<file path="config.mk">
export PLATFORM = sky130hd
export DESIGN_NAME = bin2gray
export DESIGN_NICKNAME = d
export VERILOG_FILES = /design/src/rtl/bin2gray.sv
export SDC_FILE = /design/constraint.sdc
export NUM_CORES = 1
export LEC_CHECK = 0
export CAP_MARGIN = 20
export CORE_AREA = 5 5 42 44
export CTS_CLUSTER_SIZE = 20
export DETAILED_ROUTE_END_ITERATION = 8
export DIE_AREA = 0 0 47 49
export SLEW_MARGIN = 0
export SYNTH_ARGS = -nofsm -noshare
export SYNTH_HDL_FRONTEND = slang
export SYNTH_SLANG_ARGS = --single-unit
</file>
<file path="constraint.sdc">
create_clock -name clk -period 1 [get_ports clk]
set_clock_uncertainty 0.15 [all_clocks]
set_input_delay 0.1 -clock clk [delete_from_list [all_inputs] [get_ports clk]]
set_output_delay 0.1 -clock clk [all_outputs]
set_load 0.02 [all_outputs]
</file>
<file path="src/rtl/bin2gray.sv">
// bin2gray: registered binary <-> Gray code converter.
//   mode = 0 : binary-to-Gray  (g = b ^ (b >> 1))
//   mode = 1 : Gray-to-binary  (prefix XOR from the MSB downward)
// One register stage, one cycle latency, accepts a new word every cycle.
// Optional feature: define BIN2GRAY_PARITY_EN to add a registered parity
// output equal to the XOR-reduction of the word written to g.
module bin2gray #(
  parameter int WIDTH = 4  // code width, legal range 2..32
) (
  input  logic             clk,
  input  logic             rst,
  input  logic [WIDTH-1:0] b,
  output logic [WIDTH-1:0] g,
  input  logic             in_valid,
  input  logic             mode,
  output logic             out_valid
`ifdef BIN2GRAY_PARITY_EN
  ,
  output logic             parity
`endif
);

  logic [WIDTH-1:0] b2g;        // binary-to-Gray result
  logic [WIDTH-1:0] g2b;        // Gray-to-binary result
  logic [WIDTH-1:0] result;     // selected conversion result

  logic [WIDTH-1:0] g_q,         g_d;
  logic             out_valid_q, out_valid_d;

  // Binary-to-Gray: each bit is the XOR of itself and its upper neighbour.
  assign b2g = b ^ (b >> 1);

  // Gray-to-binary: running XOR walking from the MSB down to bit 0.
  always_comb begin
    logic acc;
    // NOTE: combinational blocks use blocking '=' so the running XOR is
    // read back in the same evaluation, and every output gets a default
    // first so no latch can be inferred.
    acc = 1'b0;
    g2b = '0;
    for (int i = WIDTH - 1; i >= 0; i--) begin
      acc    = acc ^ b[i];
      g2b[i] = acc;
    end
  end

  assign result = mode ? g2b : b2g;

  // Next-state: load on an accepted input, otherwise hold g and drop valid.
  always_comb begin
    g_d         = g_q;
    out_valid_d = 1'b0;
    if (in_valid) begin
      g_d         = result;
      out_valid_d = 1'b1;
    end
  end

  // Output register stage with synchronous reset taking priority over input.
  always_ff @(posedge clk) begin
    // NOTE: sequential state uses non-blocking '<=' so all registers update
    // together on the edge; reset is sampled synchronously here, not in the
    // sensitivity list.
    if (rst) begin
      g_q         <= '0;
      out_valid_q <= 1'b0;
    end else begin
      g_q         <= g_d;
      out_valid_q <= out_valid_d;
    end
  end

  assign g         = g_q;
  assign out_valid = out_valid_q;

`ifdef BIN2GRAY_PARITY_EN
  logic parity_q, parity_d;

  // Parity tracks g: recomputed only when g is loaded, held otherwise.
  always_comb begin
    parity_d = parity_q;
    if (in_valid) begin
      parity_d = ^result;
    end
  end

  // Parity register, reset and loaded alongside g.
  always_ff @(posedge clk) begin
    if (rst) begin
      parity_q <= 1'b0;
    end else begin
      parity_q <= parity_d;
    end
  end

  assign parity = parity_q;
`endif

endmodule

</file>
# Yosys cells after proc, flatten, opt, wreduce, memory -nomap -nowiden
# Index checks and enable logic that the tools add are counted.
[op_classes]
muxes = 2
n_bitwise = 4
[ops]
columns = ["op", "count"]
rows = [
  ["2-to-1 mux 4 bit", 1],
  ["XOR 4 x 3 -> 4 bit", 1],
  ["XOR 1 bit", 3],
  ["2-to-1 mux 1 bit", 1],
]
[word_totals]
regBits = 5
input_bits = 8
output_inout_bits = 5
elab_cells = 8

# Longest topological paths before layout
# Gate-level depths: netlist (run 1).
[logic_depth]
depth_word = 4
mapped_depth = 4

# Worst setup path after synthesis (run 1)
# Ideal clock, no wire load.
[synth_timing]
kind = "register to register"
from = "register, netlist name g[0]"
to = "register g_q[0], in the netlist g[0]"
setup_time_ps = 95
t_arrival_ps = 702
required_ps = 755
setup_slack_ps = 53
stages_incl_launch_ff = 3
path_buffers = 0
period_less_slack_ps = 947
cell_sequence = "dfxtp_1 -> inv_1 -> o311ai_1"
[synth_rtl]
columns = ["element", "line_no", "rtl"]
rows = [
  ["to (signal assigned)", "68", "g_q <= g_d;"],
  ["to (decl)", "27", "logic [WIDTH-1:0] g_q, g_d;"],
]

# Worst setup path in the final report (run 1)
[layout_timing]
from = "input b[3]"
to = "register g_q[0], in the netlist g[0]"
[layout_via]
elab_chain_cells = 4
[layout_rtl]
columns = ["element", "line_no", "rtl"]
rows = [
  ["from (decl)", "12", "input logic [WIDTH-1:0] b,"],
  ["XOR 1 bit (3 in a row)", "42", "acc = acc ^ b[i];"],
  ["2-to-1 mux 4 bit", "47", "assign result = mode ? g2b : b2g;"],
]
# Every way passes these cells.
# A chain may end at the register's enable or synchronous reset.

==> impl_metrics.tcl, run 1 <==
set metrics [dict create \
    status "finished clean" \
    synthTopCellsByCount "5 x dfxtp_1, 3 x xnor2_1" \
    ys.flop_type "dfxtp_1" \
    async_reset_ff_share_pct 0 \
    yosysSeqAreaShare_pct 46.2 \
    wirelength_met1_um 276 \
    critPathLaunchType "input pin" \
    overflow 0 \
    drv_cap 0 \
    worstHoldStart "mode" \
    cts_tree "done" \
    routabilityCongestion 0.641 \
    drt_iter0_markers 4 \
    hold_path_end "g[0]$_SDFFE_PP0P_" \
    power_density_nw_per_um2 1330 \
    cts_sinks 5 \
    die_area_um2 2300 \
    num_io_pins 13 \
    routed.top_layer "met4" \
    post_cts_buffers 0 \
    rsz0062_at_grt "false" \
    die_w_um 47 \
    synth_area_um2 216 \
    rows 14 \
    worstPathMaxFanout 3 \
    path_clk_slew_ns 0.04 \
    slew-limit-headroom_pct 86.2 \
    cp_slowest_cell "a211o_1" \
    die_y_um 49 \
    via_count 230 \
    grt_usage_pct 6.63 \
    reg2reg_slack_ns 0.07 \
    clockRootBuffer "clkbuf_4" \
    first_pass_iters 3 \
    ir_drop_mv 0.624 \
    setup_violations 0 \
    area_growth_pct 110 \
    critPathRequiredTime_ns 0.99 \
    rr_worst_depth 3 \
    ys_ff_latch 5 \
    r2r_start "g[0]$_SDFFE_PP0P_" \
    fmax_mhz 1040 \
    crit_arrival_ns 0.95 \
    post-place-ws_ns -0.411 \
    timing.rr.end "g[0]$_SDFFE_PP0P_" \
    synthCells 22 \
    drt_wl_total_um 599 \
    min_path_cells 3 \
    worstMarginPinSlew_ns 0.207 \
    critical_path.startpoint "b[3]" \
    routed_via_density 3.77 \
    synth_most_common_cell "dfxtp_1" \
    syn_area_per_cell_um2 9.84 \
    avgRoutedWirePerCell_um 9.82 \
    ys_types 12 \
    drive_above_1_share_pct 44.4 \
    fin_nets 54 \
    hold_class "in2reg" \
    crit_path_end_kind "flop" \
    grt_max_degree 5 \
    grt_pass1_wl_um 1000 \
    drc 0 \
    numPortBuffers 12 \
    grt_pass1_vias 239 \
    synth_top_area_share_pct 46.2 \
    dp_hpwl_um 471 \
    core_um2 1400 \
    fin_area_um2 454 \
    synth.area.top_cells "dfxtp_1 46%, xnor2_1 12%, mux2i_1 9.2%" \
    start_util_pct 15.4 \
    clock_latency_ns 0.24 \
    timing.final.crit_period_ns 0.963 \
    cts_max_path_buffers 2 \
    syn-num-nets 30 \
    critPathKind "in2reg" \
    total_leakage_power_nw 0.234 \
    detail-route-antenna-nets 0 \
    final_hold_viol_count 0 \
    antenna_found_initial 0 \
    critPathMaxStageDelay_ns 0.31 \
    place_area_um2 409 \
    met3_length_um 53 \
    worst_slack_ns 0.0371 \
    tritoncts.num_buffers 3 \
    htree_levels 1 \
    timing.final.max_slew_violations 0 \
    ys_warn_count 0 \
    cp_cell_sequence "dlygate4sd2_1 -> xor2_2 -> a211o_1 -> o311ai_2" \
    timing.final.crit_share_pct 96.3 \
    yosysTopAreaCell "dfxtp_1" \
    met2_length_um 259 \
    diodes 0 \
    synth_edf_count 0 \
]
[cell families (layout without fill, tap and decap cells)]
kind of cell / after synthesis / count (layout) / share of synthesized area (%)
flops: 5 / 5 / 46.2
xor+xnor: 4 / 4 / 16.2
buf+inv: 2 / 25 / 3.47
mux: 2 / 2 / 9.25
compound gates: 3 / 3 / 11.0
simple gates: 6 / 6 / 13.9
[flip-flops by register name (all words and copies together), names as in the netlist]
register   cells
g              4
out_valid      1
[routing by layer]
| layer | track usage [%] | up-vias |
|---|---|---|
| met5 | 0 | - |
| met2 | 7.69 | 8 |
| li1 | - | 122 |
| met3 | 4.43 | 2 |
| met1 | 7.95 | 98 |
| met4 | 5.53 | 0 |
[worst max-delay path by stage]
stage	to	slack (ns)	cells after the start
after global routing	g[2]	0.003	1
after detailed placement	g[0]$_SDFFE_PP0P_	-0.41	4
after floorplan	g[0]$_SDFFE_PP0P_	0.05	2
final	g[0]$_SDFFE_PP0P_	0.04	4
after CTS	g[0]	0.004	1
after global placement	g[0]$_SDFFE_PP0P_	-0.36	4
[cell usage in the layout (no fill, tap or decap)]
cell / n
nand2_1: 1
xnor2_2: 1
buf_2: 1
a211o_1: 1
o22ai_1: 1
buf_6: 1
nand4_1: 1
nand2b_4: 1
buf_4: 10
clkbuf_4: 3
dlygate4sd2_1: 5
dfxtp_1: 4
clkbuf_1: 1
inv_1: 2
o311ai_2: 1
xor2_2: 1
dlymetal6s2s_1: 2
nor2_1: 2
dfxtp_2: 1
xnor2_1: 2
mux2i_1: 2
nand2b_1: 1
[power by group]
| part | leakage (nW) | switching (W) | internal [W] |
|---|---|---|---|
| clock | 0.0150 | 0.0000753 | 0.000150 |
| sequential | 0.0417 | 0.00000727 | 0.000216 |
| combinational | 0.177 | 0.0000682 | 0.0000873 |
[worst max-delay path, delay by kind of cell]
kind,cells,cell delay [ns]
XOR/XNOR,1,0.19
buffers and inverters,1,0.27
AO/OA/AOI/OAI,2,0.39
[what timing repair did]
| item | in CTS | in global routing |
|---|---|---|
| gates cloned | 0 | 0 |
| endpoints found under the setup margin | 8 | 6 |
| pin swaps | 0 | 0 |
| hold buffers | 0 | 0 |
| resized for setup | 28 | 9 |
[final cells by class]
cell class                      instances  area [µm²]
Sequential cell                         5         101
Timing Repair Buffer                   19         160
Clock buffer                            4        26.3
Tap cell                               16        20.0
Inverter                                2        7.51
Fill cell                             165         947
Multi-Input combinational cell         15         139
[stage by stage]
step                      hold WS [ns]  TNS (ns)  total power [W]  util, %  instances
after global placement           0.339     -2.06         0.000382     29.2         57
after detailed placement         0.341     -2.16         0.000383     29.2         57
final                           0.0605         0         0.000605     32.4         61
after floorplan                 0.0224         0         0.000284        -         22
after CTS                        0.157         0         0.000609     30.4         61
after global routing            0.0650         0         0.000654     32.4         61
No activity file was read; power rests on OpenSTA's default activity.
==> run 2: changes to the inputs <==
==> constraint.sdc (replaced) <==
create_clock -name clk -period 0.9 [get_ports clk]
set_clock_uncertainty 0.15 [all_clocks]
set_input_delay 0.09 -clock clk [delete_from_list [all_inputs] [get_ports clk]]
set_output_delay 0.09 -clock clk [all_outputs]
set_load 0.02 [all_outputs]
==> impl_metrics.tcl, run 2 (synthesized netlist as in run 1, its figures left out) <==
set metrics [dict create \
    status "complete, but fails checks" \
    violations "negative setup slack" \
    cts_hold_buf 0 \
    grt_usage_pct 5.65 \
    path_clk_slew_ns 0.05 \
    rows 14 \
    multiInputGateArea_um2 139 \
    critPathMaxStageDelay_ns 0.32 \
    routed_via_density 3.81 \
    setup_violations 5 \
    overflow 0 \
    critPathRequiredTime_ns 0.66 \
    critPathLaunchType "flop" \
    post_cts_buffers 0 \
    cts_sinks 5 \
    avgRoutedWirePerCell_um 9.48 \
    drv_cap 0 \
    crit_arrival_ns 0.69 \
    drt_iter0_markers 2 \
    grt_pass1_wl_um 890 \
    grt_pass1_vias 214 \
    layout_common_cells "5 x dfxtp_2, 5 x buf_6, 4 x dlygate4sd2_1, 4 x buf_4, 3 x clkbuf_4" \
    die_w_um 47 \
    drive_above_1_share_pct 54.8 \
    cp_slowest_cell "dfxtp_2" \
    timing.final.max_slew_violations 0 \
    drt_wl_total_um 550 \
    regArea_um2 106 \
    timing.final.crit_share_pct 103 \
    htree_levels 1 \
    cts_max_path_buffers 2 \
    fillers 167 \
    num_io_pins 13 \
    power_density_nw_per_um2 1560 \
    min_path_cells 4 \
    ir_drop_mv 0.585 \
    fin_nets 51 \
    rr_worst_depth 3 \
    largest_register_ffs 4 \
    rsz0062_at_grt "true" \
    cp_cell_sequence "buf_6" \
    reg2reg_slack_ns 0.08 \
    timing.hold.ws_ns 0.0997 \
    dp_hpwl_um 433 \
    fmax_mhz 1080 \
    total_leakage_power_nw 0.205 \
    timing.final.crit_period_ns 0.926 \
    critical-path-top-delay-family "flip-flops" \
    detail-route-antenna-nets 0 \
    clock_latency_ns 0.25 \
    area_growth_pct 103 \
    timing.rr.end "g[1]$_SDFFE_PP0P_" \
    via_count 221 \
    start_util_pct 15.4 \
    grt_max_degree 5 \
    crit_path_end_kind "output pin" \
    final_hold_viol_count 0 \
    path_buf_inv 1 \
    core_um2 1400 \
    fin_util_pct 31.4 \
    tritoncts.num_buffers 3 \
    clockRootBuffer "clkbuf_4" \
    diodes 0 \
    cts_tree "done" \
    worstPathMaxFanout 2 \
    antenna_found_initial 0 \
    tns_ns -0.109 \
    worstHoldStart "b[3]" \
    r2r_start "g[1]$_SDFFE_PP0P_" \
    numPortBuffers 12 \
    die_area_um2 2300 \
    first_pass_iters 2 \
    routabilityCongestion 0.619 \
    worst_slack_ns -0.0264 \
    hold_path_end "g[3]$_SDFFE_PP0P_" \
    slew-limit-headroom_pct 87.2 \
    worstMarginPinSlew_ns 0.192 \
    drc 0 \
    hold_class "in2reg" \
    critPathKind "reg2out" \
    die_y_um 49 \
]
## run 2: cell count changes in the layout (fill, tap and decap cells not counted), sizes merged
cell | previous run | this run
buf | 12 | 9
clkbuf | 4 | 6
clkdlybuf4s15 | 0 | 1
dlygate4sd2 | 5 | 4
dlymetal6s2s | 2 | 0
## run 2: cell type report
class,instances,share of cell area (%)
multi-input cells,15,31.5
well taps,16,4.55
inverters,2,1.70
repair buffers,16,32.1
clock buffers,4,5.97
flip-flops and latches,5,24.1
## run 2: worst max-delay path by stage
stage / from / end / depth (start not counted)
floorplan: g[0]$_SDFFE_PP0P_ / g[0]$_SDFFE_PP0P_ / 2
finish: g[2]$_SDFFE_PP0P_ / g[2] / 1
global route: g[0]$_SDFFE_PP0P_ / g[0] / 1
CTS: g[0]$_SDFFE_PP0P_ / g[0] / 1
global placement: b[2] / g[0]$_SDFFE_PP0P_ / 4
detailed placement: b[2] / g[0]$_SDFFE_PP0P_ / 4
## run 2: where the power goes
| group | switching [W] | internal (W) | leakage (nW) |
|---|---|---|---|
| combinational | 0.0000717 | 0.0000931 | 0.147 |
| clock | 0.000102 | 0.000168 | 0.0150 |
| sequential | 0.0000102 | 0.000243 | 0.0430 |
| total | 0.000184 | 0.000504 | 0.205 |
## run 2: through the flow
| stage | worst slack, ns | total power [W] | cells | instance area (µm²) |
|---|---|---|---|---|
| global placement | -0.472 | 0.000411 | 54 | 388 |
| floorplan | 0.0131 | 0.000316 | 22 | 218 |
| detailed placement | -0.478 | 0.000412 | 54 | 388 |
| global route | -0.0593 | 0.000734 | 58 | 440 |
| finish | -0.0264 | 0.000688 | 58 | 440 |
| CTS | -0.0341 | 0.000698 | 58 | 442 |
## run 2: metal layers
layer	part of all wire (%)	global-route usage, %	vias to the layer above
li1	-	-	117
met1	41	6.43	92
met2	45	7.47	10
met3	13	3.32	2
met4	1.5	4.15	0
met5	0	0	-
## run 2: what timing repair did
| item | in CTS | in global routing |
|---|---|---|
| endpoints found under the setup margin | 9 | 6 |
| pin swaps | 0 | 1 |
| gates resized for setup | 46 | 4 |
==> run 3: changes to the inputs <==
--- a/config.mk
+++ b/config.mk
@@ -5,7 +5,7 @@
 export SDC_FILE = /design/constraint.sdc
 export NUM_CORES = 1
 export LEC_CHECK = 0
-export CAP_MARGIN = 20
+export CAP_MARGIN = 0
 export CORE_AREA = 5 5 42 44
 export CTS_CLUSTER_SIZE = 20
 export DETAILED_ROUTE_END_ITERATION = 8
==> results of run 3 <==
Same layout as run 2: the final DEF is identical, and so are final timing and power.
